$ cat src/rtl/rb_seq.sv
// rb_seq: operand-fetch / write-back sequencer, initiator side of the 16-bit
// CPU register bank. Takes one instruction at a time over valid/ready, selects
// the operand registers, latches the operands into the ALU, waits for the
// result and writes it back to rd.
//
// Ports
//   clk, rst_n           clock, asynchronous active-low reset
//   instr_valid/instr    instruction in: [15:12] opcode, [11:8] rd, [7:4] ra, [3:0] rb
//   instr_ready          high while the sequencer is idle
//   rs_out               register-bank select {rd, ra, rb}
//   rw_out, d_out        register-bank write strobe and write data
//   a_in, b_in           register-bank read data for ra / rb
//   alu_op, alu_a, alu_b opcode and latched operands towards the ALU
//   alu_start            one-cycle pulse in the first EXEC cycle
//   alu_done, alu_result ALU completion pulse and result
//   busy, halted         status (not idle / HALT executed)
//   err, err_clr         sticky ALU timeout flag and its clear
//   retire_cnt           completed write-backs, wrapping
//
// Build option
//   RB_SEQ_R0_ZERO_EN    when defined, R0 reads as zero and writes to R0 are
//                        dropped (write-back still retires).
//
// state | meaning
// ------+--------------------------------------------------------------
// IDLE  | waiting for an instruction, instr_ready high
// READ  | operands from the bank are latched into alu_a / alu_b
// EXEC  | waiting for alu_done, bounded by TIMEOUT cycles
// WB    | rw_out high for one cycle, result written to rd
// HALT  | HALT executed, everything frozen until reset

module rb_seq #(
  parameter int TIMEOUT = 15,
  parameter int CNT_W   = 16
) (
  input  logic             clk,
  input  logic             rst_n,
  input  logic             instr_valid,
  input  logic [15:0]      instr,
  output logic             instr_ready,
  output logic [11:0]      rs_out,
  output logic             rw_out,
  output logic [15:0]      d_out,
  input  logic [15:0]      a_in,
  input  logic [15:0]      b_in,
  output logic [3:0]       alu_op,
  output logic [15:0]      alu_a,
  output logic [15:0]      alu_b,
  output logic             alu_start,
  input  logic             alu_done,
  input  logic [15:0]      alu_result,
  output logic             busy,
  output logic             halted,
  output logic             err,
  input  logic             err_clr,
  output logic [CNT_W-1:0] retire_cnt
);

  typedef enum logic [2:0] {
    ST_IDLE,
    ST_READ,
    ST_EXEC,
    ST_WB,
    ST_HALT
  } state_t;

  localparam logic [3:0] OP_NOP  = 4'h0;
  localparam logic [3:0] OP_HALT = 4'hF;
  // EXEC cycles are counted from 0, so the last allowed cycle is TIMEOUT-1.
  localparam logic [7:0] TMO_LAST = 8'(TIMEOUT - 1);

  state_t      state, state_nxt;
  logic [7:0]  exec_cnt;
  logic        accept;
  logic        done_hit;
  logic        tmo_hit;
  logic        wr_en;
  logic [15:0] a_cap;
  logic [15:0] b_cap;

  assign instr_ready = (state == ST_IDLE);

`ifdef RB_SEQ_R0_ZERO_EN
  assign a_cap = (rs_out[7:4] == 4'd0) ? 16'h0000 : a_in;
  assign b_cap = (rs_out[3:0] == 4'd0) ? 16'h0000 : b_in;
  assign wr_en = done_hit && (rs_out[11:8] != 4'd0);
`else
  assign a_cap = a_in;
  assign b_cap = b_in;
  assign wr_en = done_hit;
`endif

  always_ff @(posedge clk or negedge rst_n) begin
    if (!rst_n) state <= ST_IDLE;
    else        state <= state_nxt;
  end

  always_comb begin
    state_nxt = state;
    accept    = 1'b0;
    done_hit  = 1'b0;
    tmo_hit   = 1'b0;
    case (state)
      ST_IDLE: begin
        if (instr_valid) begin
          accept    = 1'b1;
          state_nxt = (instr[15:12] == OP_HALT) ? ST_HALT : ST_READ;
        end
      end
      ST_READ: state_nxt = (alu_op == OP_NOP) ? ST_IDLE : ST_EXEC;
      ST_EXEC: begin
        // A result arriving on the last allowed cycle still counts.
        if (alu_done) begin
          done_hit  = 1'b1;
          state_nxt = ST_WB;
        end else if (exec_cnt == TMO_LAST) begin
          tmo_hit   = 1'b1;
          state_nxt = ST_IDLE;
        end
      end
      ST_WB:   state_nxt = ST_IDLE;
      ST_HALT: state_nxt = ST_HALT;
      default: state_nxt = ST_IDLE;
    endcase
  end

  always_ff @(posedge clk or negedge rst_n) begin
    if (!rst_n) begin
      rs_out     <= '0;
      rw_out     <= 1'b0;
      d_out      <= '0;
      alu_op     <= '0;
      alu_a      <= '0;
      alu_b      <= '0;
      alu_start  <= 1'b0;
      busy       <= 1'b0;
      halted     <= 1'b0;
      err        <= 1'b0;
      retire_cnt <= '0;
      exec_cnt   <= '0;
    end else begin
      if (accept) begin
        alu_op <= instr[15:12];
        if (instr[15:12] != OP_HALT) rs_out <= instr[11:0];
      end
      if (state == ST_READ) begin
        alu_a <= a_cap;
        alu_b <= b_cap;
      end
      alu_start <= (state == ST_READ) && (alu_op != OP_NOP);
      exec_cnt  <= (state == ST_EXEC) ? exec_cnt + 8'd1 : 8'd0;
      if (done_hit) d_out <= alu_result;
      rw_out <= wr_en;
      if (state == ST_WB) retire_cnt <= retire_cnt + CNT_W'(1);
      if (tmo_hit)      err <= 1'b1;
      else if (err_clr) err <= 1'b0;
      busy   <= (state_nxt != ST_IDLE);
      halted <= (state_nxt == ST_HALT);
    end
  end

endmodule

$ cat config.mk
export PLATFORM = sky130hd
export DESIGN_NAME = rb_seq
export DESIGN_NICKNAME = d
export VERILOG_FILES = /design/src/rtl/rb_seq.sv
export SDC_FILE = /design/constraint.sdc
export NUM_CORES = 1
export LEC_CHECK = 0
export CELL_PAD_IN_SITES_DETAIL_PLACEMENT = 1
export CELL_PAD_IN_SITES_GLOBAL_PLACEMENT = 2
export CORE_MARGIN = 8
export CORE_UTILIZATION = 25
export CTS_CLUSTER_SIZE = 24
export DETAILED_ROUTE_END_ITERATION = 10
export PLACE_DENSITY_LB_ADDON = 0.1
export SYNTH_ARGS = -nofsm -noshare
export SYNTH_HDL_FRONTEND = slang
export SYNTH_SLANG_ARGS = --single-unit
$ cat constraint.sdc
create_clock -name clk -period 1.4 [get_ports clk]
set_input_delay 0.21 -clock clk [delete_from_list [all_inputs] [get_ports clk]]
set_output_delay 0.21 -clock clk [all_outputs]
set_load 0.01 [all_outputs]
## Word-level counts from Yosys, hierarchy flattened

Cells that the tools add are included.

- Flip-flop bits (word level): 96
- Word-level logic and storage cells: 46

- Add/sub/neg operators: 2
- Equal/unequal tests: 8
- Muxes and demuxes: 16
- Reductions and logical operators: 7

Operators with widths:

| operator | number |
|---|---|
| 16-bit by 1-bit adder with 16-bit output, second input constant | 1 |
| 3-bit 2-to-1 mux | 4 |
| 3-bit one-hot mux with 4 select lines | 1 |
| 1-bit 2-to-1 mux | 9 |
| 8-bit by 1-bit adder with 8-bit output, second input constant | 1 |
| 8-bit by 4-bit == test with 1-bit output, second input constant | 1 |
| 8-bit 2-to-1 mux | 1 |
| 3-bit by 2-bit == test with 1-bit output, second input constant | 2 |
| 3-bit == test, second input constant | 2 |
| 4-bit == test, second input constant | 1 |
| 4-bit zero test | 1 |
| 4-bit inequality test, second input constant | 1 |
| 4-bit nonzero test | 1 |
| 3-bit by 1-bit == test with 1-bit output, second input constant | 1 |
| 3-bit zero test | 1 |
| 3-bit nonzero test | 1 |
| 2-bit 2-to-1 mux | 1 |
| 2-bit AND reduction | 1 |
| 2-bit nonzero test | 1 |
| 1-bit logical AND | 1 |

## Longest topological paths before layout

Gate-level depths: netlist of run 1.

- Depth in word-level cells: 5
- Depth in mapped cells: 7

## Worst setup path after synthesis of run 1

No wires, ideal clock.

- Kind: flip-flop to flip-flop
- Start point: register state[1]
- End point: register rs_out[10]
- Arrival time: 1.482 ns
- Data required time: 1.275 ns
- Setup slack: -0.208 ns
- Cell stages (with the launch flop): 8
- Path buffers: 3
- Clock period less this slack: 1.608 ns
- Cells stage by stage: dfrtp_1 -> buf_6 -> nor3_4 -> and2_1 -> buf_4 -> nand2b_4 -> buf_6 -> mux2_4

- Longest elaborated chain between the ends: 3

Ends and longest elaborated chain:

| item | RTL line | RTL |
|---|---|---|
| start: declaration | 72 | `state_t state, state_nxt;` |
| start signal: assignment | 95 | `else state <= state_nxt;` |
| 3-bit zero test | n/a |  |
| named net instr_ready | 40 | `output logic instr_ready,` |
| 1-bit 2-to-1 mux | 103 | `case (state)` |
| 2-bit AND reduction (no source line) | n/a |  |
| end signal: assignment | 144 | `if (instr[15:12] != OP_HALT) rs_out <= instr[11:0];` |
| end: declaration | 41 | `output logic [11:0] rs_out,` |

The timed path passes the listed nets, and every way through them passes these cells.
A chain may end at the register's enable or synchronous reset.

## Worst setup path after layout of run 1

- Start point: register state[2]
- End point: register alu_a[15]

- Longest elaborated chain between the ends: 1

Ends and longest elaborated chain:

| item | RTL line | RTL |
|---|---|---|
| 3-bit by 1-bit == test with 1-bit output | 146 | `if (state == ST_READ) begin` |
| end signal: assignment | 147 | `alu_a <= a_cap;` |
| end: declaration | 47 | `output logic [15:0] alu_a,` |

Every way passes these cells.

==> results_dict.tcl, run 1 <==
set metrics [dict create \
    area_growth_pct 68.2 \
    postSynthAreaPerCell_um2 14.9 \
    power_per_cell_area_nw_per_um2 2010 \
    num_rows 45 \
    endpoint_kind "flop" \
    standard_cell_core_area_um2 15100 \
    share_clk_of_total_power_pct 19.7 \
    antenna_found_initial 0 \
    min-delay-path-class "primary input to asynchronous set/reset pin" \
    drt_drc_violations_left 0 \
    post_drt_via_cell_ratio 4.30 \
    post-route-min-period_ps 1490 \
    final.period_utilization_pct 106 \
    ff_latch_area_um2 2410 \
    grt_max_degree 37 \
    first_global_vias 3201 \
    drt_iter0_markers 91 \
    setup_ws_ps -88.1 \
    run_status "complete, but fails checks" \
    max_freq_ghz 0.672 \
    timing.reg2reg.worst_path_depth 4 \
    final_hold_viol_count 0 \
    yosys_register_bits 96 \
    initial_core_util_pct 25.5 \
    share_of_post_route_cells_with_drive_strength_above_1_pct 32.1 \
    die_x_um 140 \
    global_route.usage.total_pct 12.3 \
    power.net_switching_mw 4.11 \
    grt_overflow 0 \
    post_drt_wl_per_cell_um 18.4 \
    cts_made_buffers 9 \
    multi_input_area_um2 1610 \
    clockRootBuffer "clkbuf_16" \
    criticalPathCategory "flop to flop" \
    violations "negative setup slack" \
    diodes 0 \
    timing.critical_path.from_type "flop" \
    net_count_final 531 \
    combinational_share_of_power_pct 45.6 \
    r2r-end "alu_a[15]" \
    critical_path_peak_fanout 8 \
    drt-total-wl_um 12000 \
    maxCapViolCount 0 \
    post_route_cell_area_um2 6470 \
    netlist_instances 258 \
    rrSetupSlack_ps -90 \
    power_report.internal_total_mw 8.87 \
    power_leakage_nw 3.01 \
    cts.sink_count 96 \
    synthesis.area_um2 3840 \
    dr_total_vias 2805 \
    synth.largest_area_cell "dfrtp_1" \
    chipHeight_um 140 \
    clk_pin_slew_worst_setup_hold_paths_ps 70 \
    grt_first_pass_wirelength_um 18600 \
    final-max-slew-violation-count 0 \
    number_of_setup_violations_in_the_final_report 61 \
    relative_slew_slack_pct 82.0 \
    final_cells 652 \
    synth_largest_type_area_fraction_pct 62.5 \
    number_of_primary_i_o_pins 155 \
    clock_insertion_delay_worst_skew_ps 350 \
    routabilityCongestion 0.704 \
    layout_common_cells "dfrtp_1, dlygate4sd2_1, clkdlybuf4s50_1" \
    p_seq_share_pct 34.7 \
    part_of_the_yosys_area_used_for_sequential_elements_pct 62.5 \
    hpwlAfterDp_um 8420 \
    finClkSkew_ps 9.00 \
    vdd_drop_max_uv 649 \
    htree_depth 3 \
    netlist_top_cells_area "dfrtp_1, mux2_2, mux2_4, xnor2_1, mux2_1" \
    worstPathArrival_ps 1720 \
    cts_tree "built" \
    portBuffers 154 \
    synth_unique_cells 35 \
    reg2reg_from "state[2]" \
    synthesis.yosys.warnings 0 \
    synth_nets 330 \
    die_footprint_um2 19600 \
    dp_cells 624 \
    tightest_slew_ps 268 \
    swShare_pct 31.7 \
    placement.cell_area_um2 5860 \
    layout_commonest_cell "dfrtp_1" \
    route.antenna.remaining_nets 0 \
    detail_route.first_pass.iterations 4 \
    rsz0062_at_grt "yes" \
    cts_max_path_buffers 2 \
    cp_data_required_time_ps 1630 \
    fillCellCount 1584 \
]
## kinds of logic after synthesis
kind of cell	Yosys count	synth area share (%)
flops	96	62.5
compound gates	8	1.46
fa+ha+maj	3	0.977
xor+xnor	21	4.98
simple gates	52	7.88
buf+inv	13	2.28
mux	65	19.9
## Yosys cell counts
master / count
nor2_1: 12
o22ai_1: 1
a21oi_1: 1
xnor2_1: 12
o21bai_1: 1
mux2_1: 7
o41a_1: 1
o21ai_0: 2
inv_1: 3
and4_1: 1
nand2b_4: 1
xor2_2: 1
buf_4: 6
and3b_1: 1
buf_6: 2
nor2_4: 1
and3_1: 3
nor4_1: 1
o31ai_1: 1
nor3b_2: 1
dfrtp_1: 96
mux2_4: 9
nand3_1: 5
buf_2: 1
xor2_1: 8
nand2_1: 10
and4_4: 2
nand4_1: 7
mux2_2: 49
clkbuf_1: 1
nor3_4: 1
nor3_1: 4
and2_1: 2
ha_1: 3
a31o_2: 1
## worst max-delay path, stage by stage, from the launching register on
cell     delay (ps)
dfrtp_2         480
nor3b_4         250
buf_6           160
buf_12          140
mux2_2          330
## routing by layer
layer | vias to the layer above | share of wire, % | wire length [um] | GRT usage (%)
met5 | - | 0 | 0 | 0
met4 | 0 | 1.4 | 165 | 4.97
met3 | 11 | 4.2 | 509 | 3.19
met2 | 76 | 49 | 5830 | 20.0
met1 | 1415 | 46 | 5520 | 15.2
li1 | 1303 | - | - | -
## how the worst max path moves through the flow
stage / start / slack [ps] / to / cells after the start
3_3_place_gp: instr[14] / -340 / rs_out[1] / 4
5_1_grt: state[2] / -150 / alu_b[1] / 4
4_1_cts: state[2] / -150 / instr_ready / 2
3_5_place_dp: instr[14] / -360 / rs_out[0] / 4
2_1_floorplan: state[2] / -170 / rs_out[10] / 6
6_report: state[2] / -90 / alu_a[15] / 4
## registers in the layout, indices dropped and copies added, names as in the netlist
signal and flops:
busy 1, retire_cnt 16, alu_b 16, rw_out 1
alu_op 4, exec_cnt 8, state 3, alu_a 16
err 1, d_out 16, alu_start 1, rs_out 12
halted 1
## per-stage QoR
step / util, % / total power [mW] / hold WS (ps) / TNS [ps] / setup WS (ps)
after floorplan: - / 7.06 / -85.6 / -4830 / -168
after global placement: 38.8 / 10.2 / 109 / -9580 / -341
after detailed placement: 38.8 / 10.3 / 112 / -10840 / -364
after CTS: 41.8 / 12.9 / 279 / -5490 / -150
after global routing: 42.9 / 13.8 / 310 / -7070 / -146
final: 42.9 / 13.0 / 281 / -2930 / -88.1
## power by group through the flow
stage	combinational [mW]	sequential, mW	clock, mW
2_1_floorplan	2.01	5.05	0
3_3_place_gp	5.66	4.55	0
3_5_place_dp	5.74	4.57	0
4_1_cts	5.71	4.49	2.66
5_1_grt	6.39	4.67	2.75
6_report	5.92	4.51	2.56
## final cells by class
class | count | area share, %
sequential | 96 | 37.2
timing repair buffer | 199 | 29.4
multi-input combinational | 150 | 24.9
clock buffer | 10 | 3.70
tap | 188 | 3.64
clock inverter | 6 | 1.04
inverter | 3 | 0.174
## repair_timing
item                       4_1_cts  5_1_grt
gates resized for setup        113       49
buffers inserted                 9        0
pin swaps                        7       11
cloned                           3        2
hold endpoints to repair        13        0
hold buffers                     1        0
setup endpoints to repair      161       83
(Power assumes the default switching activity.)
==> run 2: changes to the inputs <==
--- a/config.mk
+++ b/config.mk
@@ -11,6 +11,7 @@
 export CORE_UTILIZATION = 25
 export CTS_CLUSTER_SIZE = 24
 export DETAILED_ROUTE_END_ITERATION = 10
+export GPL_ROUTABILITY_DRIVEN = 0
 export PLACE_DENSITY_LB_ADDON = 0.1
 export SYNTH_ARGS = -nofsm -noshare
 export SYNTH_HDL_FRONTEND = slang
==> results of run 2 <==
No change in the layout: final DEF, timing and power equal those of run 1.
==> run 3: changes to the inputs <==
==> config.mk (replaced) <==
export PLATFORM = sky130hd
export DESIGN_NAME = rb_seq
export DESIGN_NICKNAME = d
export VERILOG_FILES = /design/src/rtl/rb_seq.sv
export SDC_FILE = /design/constraint.sdc
export NUM_CORES = 1
export LEC_CHECK = 0
export CORE_MARGIN = 3
export CORE_UTILIZATION = 39
export CTS_CLUSTER_SIZE = 24
export DETAILED_ROUTE_END_ITERATION = 10
export GPL_ROUTABILITY_DRIVEN = 0
export PLACE_DENSITY = 0.76
export SYNTH_ARGS = -nofsm -noshare
export SYNTH_HDL_FRONTEND = slang
export SYNTH_SLANG_ARGS = --single-unit
==> results_dict.tcl, run 3 (same netlist as run 1, synthesis figures left out) <==
set metrics [dict create \
    power_report.internal_total_mw 8.08 \
    violations "negative setup slack" \
    critPathSlowestCell "dfrtp_2" \
    vdd_drop_max_uv 839 \
    swShare_pct 31.9 \
    critical_path_peak_fanout 6 \
    clk_pin_slew_worst_setup_hold_paths_ps 100 \
    final-max-slew-violation-count 0 \
    cts_tree "built" \
    drt_iter0_markers 56 \
    placement.cell_area_um2 5710 \
    drt-total-wl_um 9580 \
    grt_max_degree 45 \
    min-delay-path-class "primary input to asynchronous set/reset pin" \
    layout_common_cells "dfrtp_1, dlygate4sd2_1, clkdlybuf4s50_1" \
    cts_made_buffers 9 \
    cpLargestDelayFamily "compound AO/OA/AOI/OAI gates" \
    fillCellCount 719 \
    final.period_utilization_pct 108 \
    die_x_um 105 \
    portBuffers 154 \
    timing.critical_path.from_type "flop" \
    first_global_vias 2884 \
    num_rows 35 \
    endpoint_kind "flop" \
    tightest_slew_ps 319 \
    power_leakage_nw 2.94 \
    number_of_setup_violations_in_the_final_report 64 \
    max_freq_ghz 0.661 \
    share_of_post_route_cells_with_drive_strength_above_1_pct 31.7 \
    standard_cell_core_area_um2 9420 \
    report.power.total_mw 11.9 \
    net_count_final 531 \
    whs_ps 293 \
    number_of_primary_i_o_pins 155 \
    cp_common_cell "buf_6" \
    power_per_cell_area_nw_per_um2 1920 \
    grt_overflow 0 \
    rsz0062_at_grt "yes" \
    run_status "complete, but fails checks" \
    post_drt_via_cell_ratio 4.68 \
    cp_num_buf_inv 2 \
    cts_max_path_buffers 2 \
    clock_insertion_delay_worst_skew_ps 350 \
    finClkSkew_ps 14.5 \
    timing.reg2reg.worst_path_depth 6 \
    die_footprint_um2 11100 \
    cp_data_required_time_ps 1640 \
    grt_first_pass_wirelength_um 15300 \
    post-route-min-period_ps 1510 \
    layout_commonest_cell "dfrtp_1" \
    chipHeight_um 105 \
    power.net_switching_mw 3.79 \
    worstPathArrival_ps 1760 \
    initial_core_util_pct 40.8 \
    antenna_found_initial 0 \
    share_clk_of_total_power_pct 15.5 \
    diodes 0 \
    clockRootBuffer "clkbuf_8" \
    total_neg_setup_slack_ps -3920 \
    detail_route.first_pass.iterations 4 \
    worst_path_largest_cell_delay_ps 460 \
    critical_path_cell_by_cell "nor3b_4, buf_6, buf_6, o41a_1, a31o_2, o21bai_1" \
    drt_drc_violations_left 0 \
    area_growth_pct 61.1 \
    dr_total_vias 2777 \
    maxCapViolCount 0 \
    post_route_cell_area_um2 6190 \
    post_drt_wl_per_cell_um 16.2 \
    dp_cells 557 \
    cts.sink_count 96 \
    criticalPathCategory "flop to flop" \
    combinational_share_of_power_pct 46.3 \
    route.antenna.remaining_nets 0 \
    relative_slew_slack_pct 78.7 \
    final_cells 593 \
    final_hold_viol_count 0 \
    p_seq_share_pct 38.2 \
    setup_ws_ps -114 \
    hpwlAfterDp_um 6620 \
    htree_depth 3 \
    path_depth 6 \
    global_route.usage.total_pct 17.3 \
]
-- run 3: cell count changes in the layout (fill, tap and decap cells not counted), moves of 3 or more --
cell / change
mux2_4: -15
buf_12: -3
clkdlybuf4s15_1: -5
dlygate4sd2_1: +5
buf_6: +4
clkbuf_8: +9
buf_8: +3
mux2_1: +4
nor2_2: +3
mux2_2: +11
clkbuf_16: -11
-- run 3: power by group through the flow --
stage	registers (mW)	clock network (mW)	logic [mW]
final	4.53	1.84	5.50
after floorplan	5.05	0	2.01
after CTS	4.51	1.90	5.61
after global routing	4.67	2.01	5.86
after detailed placement	4.61	0	5.49
after global placement	4.58	0	5.39
-- run 3: routing by layer --
layer	share of wire (%)	GRT usage (%)	vias up
met5	0	0	-
li1	-	-	1305
met3	4.9	3.18	8
met2	53	30.0	85
met4	0.81	5.15	0
met1	42	22.0	1379
-- run 3: path summary, 6_finish.rpt --
path | startpoint | endpoint | slack (ps)
min in group clk | alu_result[11] | d_out[11] | 450
hold / removal | rst_n | retire_cnt[14] | 290
hold reg to reg | d_out[14] | d_out[14] | 490
setup reg to reg | state[0] | busy | -110
setup / recovery | state[0] | busy | -110
max in group asynchronous | rst_n | alu_b[9] | 570
-- run 3: area by class of cell --
cell class	instances	area, um^2	area share (%)
multi-input cells	150	1560	25.1
repair buffers	199	1860	30.0
inverters	3	11.3	0.182
clock inverters	6	65.1	1.05
well taps	129	161	2.61
flip-flops and latches	96	2410	38.8
clock buffers	10	138	2.22
-- run 3: through the flow --
step,setup slack [ps],util [%]
after floorplan,-168,-
after global placement,-256,60.6
after detailed placement,-328,60.6
after CTS,-145,65.3
after global routing,-155,65.8
final,-114,65.8
-- run 3: what timing repair did --
item                                    CTS  global route
gates cloned                              4             1
endpoints found under the setup margin  164            78
resized for setup                       123            34
setup buffers                            16             5
hold buffers                              1             0
pin swaps                                 5            11
endpoints found under the hold margin    19             0
